===== src/rtl/ones_pattern_gen.sv =====
// ones_pattern_gen
//   Produces an N-bit thermometer word with exactly min(count_in, N) ones,
//   LSB-aligned. One bit is shifted in per two-cycle CHECK/SHIFT iteration
//   behind a ready/start/done handshake.
//
// Ports
//   clk       rising-edge clock
//   reset     asynchronous, active-high reset
//   start     request, sampled only while rdy=1
//   count_in  requested number of ones (unsigned), sampled with start
//   rdy       high while idle and able to accept a request
//   done      one-cycle completion pulse
//   x_out     registered result word, held until the next completion
//   sat       count_in exceeded N on the last completed request
module ones_pattern_gen #(
  parameter int N  = 8,
  parameter int CW = 4
) (
  input  logic          clk,
  input  logic          reset,
  input  logic          start,
  input  logic [CW-1:0] count_in,
  output logic          rdy,
  output logic          done,
  output logic [N-1:0]  x_out,
  output logic          sat
);

  typedef enum logic [1:0] {
    ST_IDLE  = 2'd0,
    ST_CHECK = 2'd1,
    ST_SHIFT = 2'd2,
    ST_DONE  = 2'd3
  } state_t;

  localparam logic [CW-1:0] N_CW = CW'(N);

  state_t        state_q, state_d;
  logic [N-1:0]  work_q, work_d;
  logic [CW-1:0] rem_q, rem_d;
  logic          satq_q, satq_d;
  logic [N-1:0]  x_q, x_d;
  logic          sat_q, sat_d;
  logic          ovf;

  // Both operands are CW bits wide, so N is compared zero-extended.
  assign ovf = (count_in > N_CW);

  always_ff @(posedge clk or posedge reset) begin
    if (reset) begin
      state_q <= ST_IDLE;
      work_q  <= '0;
      rem_q   <= '0;
      satq_q  <= 1'b0;
      x_q     <= '0;
      sat_q   <= 1'b0;
    end else begin
      state_q <= state_d;
      work_q  <= work_d;
      rem_q   <= rem_d;
      satq_q  <= satq_d;
      x_q     <= x_d;
      sat_q   <= sat_d;
    end
  end

  always_comb begin
    state_d = state_q;
    work_d  = work_q;
    rem_d   = rem_q;
    satq_d  = satq_q;
    x_d     = x_q;
    sat_d   = sat_q;
    unique case (state_q)
      ST_IDLE: begin
        if (start) begin
          rem_d   = ovf ? N_CW : count_in;
          satq_d  = ovf;
          work_d  = '0;
          state_d = ST_CHECK;
        end
      end
      ST_CHECK: begin
        if (rem_q != '0) begin
          state_d = ST_SHIFT;
        end else begin
          // Result and saturation flag publish together on the edge into DONE.
          x_d     = work_q;
          sat_d   = satq_q;
          state_d = ST_DONE;
        end
      end
      ST_SHIFT: begin
        // Entered only with rem_q != 0, so the decrement cannot wrap.
        work_d  = {work_q[N-2:0], 1'b1};
        rem_d   = rem_q - CW'(1);
        state_d = ST_CHECK;
      end
      ST_DONE: begin
        state_d = ST_IDLE;
      end
      default: begin
        state_d = ST_IDLE;
      end
    endcase
  end

  assign rdy   = (state_q == ST_IDLE);
  assign done  = (state_q == ST_DONE);
  assign x_out = x_q;
  assign sat   = sat_q;

endmodule


===== config.mk =====
export PLATFORM = sky130hd
export DESIGN_NAME = ones_pattern_gen
export DESIGN_NICKNAME = d
export VERILOG_FILES = /design/src/rtl/ones_pattern_gen.sv
export SDC_FILE = /design/constraint.sdc
export NUM_CORES = 1
export LEC_CHECK = 0
export ABC_AREA = 1
export CAP_MARGIN = 20
export CORE_MARGIN = 4
export CORE_UTILIZATION = 50
export DETAILED_ROUTE_END_ITERATION = 10
export MAX_ROUTING_LAYER = met4
export PLACE_DENSITY = 0.74
export SLEW_MARGIN = 40
export SYNTH_ARGS = -nofsm -noshare
export SYNTH_HDL_FRONTEND = slang
export SYNTH_SLANG_ARGS = --single-unit
export TNS_END_PERCENT = 20

===== constraint.sdc =====
create_clock -name clk -period 2 [get_ports clk]
set_input_delay 0.5 -clock clk [delete_from_list [all_inputs] [get_ports clk]]
set_output_delay 0.5 -clock clk [all_outputs]
set_load 0.01 [all_outputs]

==> results of run 1 <==
metrics by stage:
stage	total power [uW]	cell area, sq um	worst slack, ps	hold WS, ps	util, %
after floorplan	1340	1040	762	452	-
after global placement	1590	1230	352	464	62.7
after detailed placement	1620	1230	314	470	62.7
after CTS	1960	1280	106	501	65.4
after global routing	2090	1280	70.0	519	65.4
final	1950	1280	120	496	65.4
state kept, by name, indices dropped and copies added (netlist names):
name / flops
work_q: 8
x_out: 8
rem_q: 4
state_q: 2
sat: 1
satq_q: 1
kinds of logic (layout without fill, tap and decap cells):
group           Yosys count  after routing
simple gates             39             39
buf+inv                  23             43
compound gates           23             23
fa+ha+maj                 1              1
flops                    24             24
layer usage:
layer / up-vias / part of all wire (%) / routed length, microns / track usage [%]
met5: - / 0 / 0 / -
met4: 0 / 1.3 / 23 / 6.38
met3: 4 / 3.1 / 56 / 2.49
met2: 15 / 50 / 893 / 27.1
met1: 362 / 46 / 827 / 16.1
li1: 396 / - / - / -
cell usage in the layout, fill, tap and decap left out:
| master | count |
|---|---|
| dfrtp_2 | 1 |
| nor2_4 | 1 |
| o21ai_0 | 6 |
| ha_1 | 1 |
| nand3_1 | 8 |
| nand3_4 | 1 |
| o21ai_1 | 5 |
| nand3b_1 | 1 |
| a21oi_1 | 1 |
| nand2_1 | 22 |
| bufinv_16 | 1 |
| clkdlybuf4s50_1 | 16 |
| inv_1 | 21 |
| buf_4 | 1 |
| nor3_1 | 1 |
| nand2_2 | 2 |
| clkbuf_4 | 3 |
| o21ai_2 | 4 |
| nor2_1 | 3 |
| dfrtp_1 | 23 |
| o22ai_1 | 7 |
| dlygate4sd2_1 | 1 |
critical path, cell delays in order (launching register included):
cell	delay [ps]
dfrtp_2	440
nand2_1	60
inv_1	50
clkdlybuf4s50_1	520
final cells by class:
class	instances	area, sq um
Fill cell	182	679
Sequential cell	24	602
Multi-Input combinational cell	63	339
Timing Repair Buffer	18	176
Inverter	21	78.8
Tap cell	27	33.8
Clock inverter	1	30.0
Clock buffer	3	22.5
power by group:
part	leakage [uW]	switching [uW]	internal (uW)	total, uW
sequential	0.000313	115	684	799
clock	0.0000279	144	203	347
combinational	0.000273	458	341	800
worst paths after layout:
kind,from,to,slack (ps)
max in group asynchronous,reset,state_q[1],1230
worst min-delay path,x_out[6],x_out[6],500
min in group asynchronous,reset,x_out[0],530
worst max register to register,state_q[0],rem_q[0],610
worst min register to register,x_out[6],x_out[6],500
worst max-delay path,state_q[1],done,120
timing repair:
item                       4_1_cts  5_1_grt
gates resized for setup          2        0
hold buffers                     0        0
setup endpoints to repair        1        0
==> impl_results.md, run 1 <==
* Final Hold Viols at 0
* CTS tree: built
* Final Max Slew Viols at 0
* Synth Area in XOR/XNOR at 0%
* Setup TNS at 0 ps
* Non-filler cells, final at ~160
* N_diodes at 0
* Post-synth cell types at 18
* Initial Util at 52.9%
* Via count at 777
* Synth Warn # at 0
* Clock transition at the registers of the reported paths at 130 ps
* Cell Area, Synth at 1040 sq um
* # clock sinks at 24
* Top_reg_cell synth: dfrtp_1
* Synth Area in Simple Gates at 18.1%
* Vias in the first global route at 741
* R2r worst-path depth at 6
* # DRC at 0
* Total of max-cap violations at 0
* Area leader, netlist: dfrtp_1
* Status: finished clean
* Row count at 16
* Total CTS buffers at 3
* Total core area at 1960 sq um
* FFs w/ async S/R, synth at 100%
* Hold path depth at 2
* First-pass GRT wire length at around 3 mm
* CP arrival at 1380 ps
* Die width at 53.5 microns
* Worst Path Max Fanout at 5
* Die area at roughly 2900 sq um
* Crit path kind: flop to output pin
* Fin nets at 139
* Per-cell routed wire length at 11.5 microns
* CTS root buf: clkbuf_4
* Synth top area share at 57.9%
* Slew HR at 74.9%
* Synthesized instance count at 110
* Largest net degree at the start of global routing at 25
* Routed WL at 1.80 mm
* Power per cell area at between 1500 and 2000 nW/um^2
* Top cells by area, synth: dfrtp_1 58%, nand2_1 8.0%, inv_1 7.6%
* Overflow after GRT at 0
* Post-synth EDFFs at 0
* Unrepaired setup endpoints after global routing: false
* LEAKAGE at 0.000614 uW
* Most frequent cell after synthesis: dfrtp_1
* Post-synthesis compound-gate area fraction at 13.4%
* Antenna Violating Nets Remaining at 0
* Detailed Place HPWL at 1.35 mm
* Fmax at 0.532 GHz
* Vias/cell at 4.95
* Port bufs at 17
* Post-CTS setup buffers at 0
* Mux contribution to synthesized area at 0%
* Post-synthesis sequential area ratio at 57.9%
* Die H at 53.5 microns
* Maximum clock path buffer count at 2
* Adder-Cell Fraction of Synth Area at 1.21%
* Worst skew pair latency at slightly above 300 ps
* Yosys reg bits at 24
* Leading cell types by count after synthesis: 24 x dfrtp_1, 22 x nand2_1, 21 x inv_1
* CP Launch Type: flop
* Worst-case vdd ir drop at 0.000722 V
* Layout cell share with drive strength beyond 1 at 10.8%
* # IOs at 18
* CP Data Required Time at 1500 ps
* Syn nets at 118
* Largest family of logic cells by synthesized area: simple AND/OR/NAND/NOR gates
* Syn avg cell area at 9.43 sq um
* Worst clock skew at approximately 2.2 ps
* Slew @ Worst Pin at 375 ps
* GPL Wtd Cong at 0.879
* Period utilization at 94.0%
* CP Capture Type: output pin
* Drt first-iter violations at 6
* GRT Total Usage at 15.0%
* H-tree depth at 1
* Area delta synth->final at 23.6%
* Antenna violations before repair at 0
* Final setup fails at 0
* Drt pass-1 iters at 4
* Min-Delay Path Class: flop to flop
* Crit path time final at 1880 ps
* Cell count after placement at 153
Power figures use the tool's default switching activity.
==> run 2, diff against run 1 <==
--- a/config.mk
+++ b/config.mk
@@ -12,6 +12,7 @@
 export DETAILED_ROUTE_END_ITERATION = 10
 export MAX_ROUTING_LAYER = met4
 export PLACE_DENSITY = 0.74
+export SKIP_CTS_REPAIR_TIMING = 1
 export SLEW_MARGIN = 40
 export SYNTH_ARGS = -nofsm -noshare
 export SYNTH_HDL_FRONTEND = slang
==> run 2 against run 1 <==
Utilization rose by 0.70 points. Clock skew barely moved. First-iteration DRC count did not move. Global-route usage did not move. Register-to-register slack got worse by 50 ps. Routed wire length rose by 0.78%. Flip-flop and latch count did not move. Combinational power rose by 3.5%. Sequential power fell by 0.5%. Sequential share of layout area fell by 0.50 points. Cell count rose by 0.64%. Worst hold slack barely moved.
==> impl_results.md, run 2 (synthesis gave the netlist of run 1 again) <==
* # IOs at 18 (unchanged)
* WP buf/inv at 2 (unchanged)
* Critical path cell sequence: nand2_1 -> inv_1 -> clkdlybuf4s50_1
* Crit path max-delay family: buffers and inverters
* CP Capture Type: output pin
* Status: finished clean
* Die width at 53.5 microns (unchanged)
* Vias in the first global route at 741 (unchanged)
* Total core area at 1960 sq um (unchanged)
* CP Data Required Time at 1500 ps (about the same)
* H-tree depth at 1 (unchanged)
* CP arrival at 1380 ps (about the same)
* Per-cell routed wire length at 11.5 microns (+0.14%)
* Slew @ Worst Pin at 374 ps (-0.971 ps)
* Drt first-iter violations at 6 (unchanged)
* Non-filler cells, final at 158 (+0.64%)
* Crit path time final at 1880 ps (+2.68 ps)
* Period utilization at 94.1% (+0.13 points)
* Row count at 16 (unchanged)
* Total of max-cap violations at 0 (unchanged)
* First-pass GRT wire length at 3.01 mm (unchanged)
* Worst Path Max Fanout at 5 (unchanged)
* Total CTS buffers at 3 (unchanged)
* Worst-case vdd ir drop at 0.000759 V (+5.1%)
* Via count at 772 (-0.64%)
* Clock transition at the registers of the reported paths at 130 ps (about the same)
* # DRC at 0 (unchanged)
* Total Power at 1970 uW (+1.1%)
* Most frequent cells in the layout: 23 x dfrtp_1, 22 x nand2_1, 21 x inv_1
* Fmax at 0.531 GHz (-0.14%)
* GPL Wtd Cong at 0.879 (unchanged)
* N_diodes at 0 (unchanged)
* GRT Total Usage at 15.0% (unchanged)
* Final Max Slew Viols at 0 (unchanged)
* # clock sinks at 24 (unchanged)
* Layout cell share with drive strength beyond 1 at 12.2% (+1.4 points)
* Most common library cell in the layout ignoring fill and taps: dfrtp_1
* Final setup fails at 0 (unchanged)
* Area of the multi-input gates at 342 sq um (+0.74%)
* Port bufs at 17 (unchanged)
* Maximum clock path buffer count at 2 (unchanged)
* LEAKAGE at 0.000629 uW (+2.4%)
* CP max stage delay at 520 ps (about the same)
* Overflow after GRT at 0 (unchanged)
* Min-Delay Path Class: flop to flop
* Hold WS at 496 ps (-0.0220 ps)
* Setup TNS at 0 ps (unchanged)
* Worst skew pair latency at 310 ps (about the same)
* Final Hold Viols at 0 (unchanged)
* Drt pass-1 iters at 4 (unchanged)
* Worst path slowest cell: clkdlybuf4s50_1
* Antenna violations before repair at 0 (unchanged)
* Area delta synth->final at 25.0%
* Unrepaired setup endpoints after global routing: false
* Initial Util at 52.9% (unchanged)
* Die area at 2870 sq um (unchanged)
* Slew HR at 75.0% (about the same)
* Power per cell area at 1520 nW/um^2 (about the same)
* Antenna Violating Nets Remaining at 0 (unchanged)
* CTS tree: built
* Fillers at 182 (unchanged)
* Final core utilization at 66.1% (+0.70 points)
* Crit path kind: flop to output pin
* Cell count after placement at 153 (unchanged)
* Vias/cell at 4.89 (-1.3%)
* Register area at 602 sq um (unchanged)
* Detailed Place HPWL at 1.35 mm (unchanged)
* CP Launch Type: flop
* Fin nets at 140 (+0.72%)
* Routed WL at 1.82 mm (+0.78%)
* Largest net degree at the start of global routing at 25 (unchanged)
* CTS root buf: clkbuf_4
* Worst clock skew at 2.10 ps (-0.137 ps)
* Die H at 53.5 microns (unchanged)
## run 2: cell count changes in the layout (fill, tap and decap cells not counted)
cell,before,now
dlygate4sd2_1,1,0
nor2_1,3,2
nor2_2,0,1
buf_4,1,2
dlymetal6s2s_1,0,1
## run 2: layer usage
layer | part of all wire, % | global-route usage, % | wire length (microns)
met1 | 46 | 16.1 | 829
met2 | 51 | 27.1 | 919
met3 | 2.8 | 2.49 | 51
met4 | 0.77 | 6.38 | 14
met5 | 0 | - | 0
## run 2: path summary, 6_finish.rpt
check                           start    endpoint  slack [ps]  cells after the start
setup / recovery           state_q[0]        done         120                      3
hold / removal               x_out[6]    x_out[6]         500                      2
max in group asynchronous       reset  state_q[1]        1230                      3
setup reg to reg           state_q[1]    rem_q[1]         560                      5
min in group asynchronous       reset    x_out[0]         530                      3
hold reg to reg              x_out[6]    x_out[6]         500                      2
## run 2: power by group
part,switching (uW),internal (uW)
combinational,469,360
clock,142,202
sequential,111,684
total,721,1250
## run 2: stage by stage
step                      setup WS [ps]  area [sq um]
after global routing               62.3          1300
after detailed placement            314          1230
after floorplan                     762          1040
final                               118          1300
after CTS                         -55.0          1280
after global placement              352          1230
## run 2: worst register-to-register path, cell delays in order (launching register included)
cell     delay (ps)
dfrtp_2         450
buf_4           150
nand2_1         290
nand2_2         210
nand3_1         130
o21ai_0          90
## run 2: layout make-up
cell class	count	area share, %
Sequential cell	24	46.4
Clock buffer	3	1.74
Multi-Input combinational cell	63	26.4
Timing Repair Buffer	19	14.5
Inverter	21	6.08
Clock inverter	1	2.32
Tap cell	27	2.61
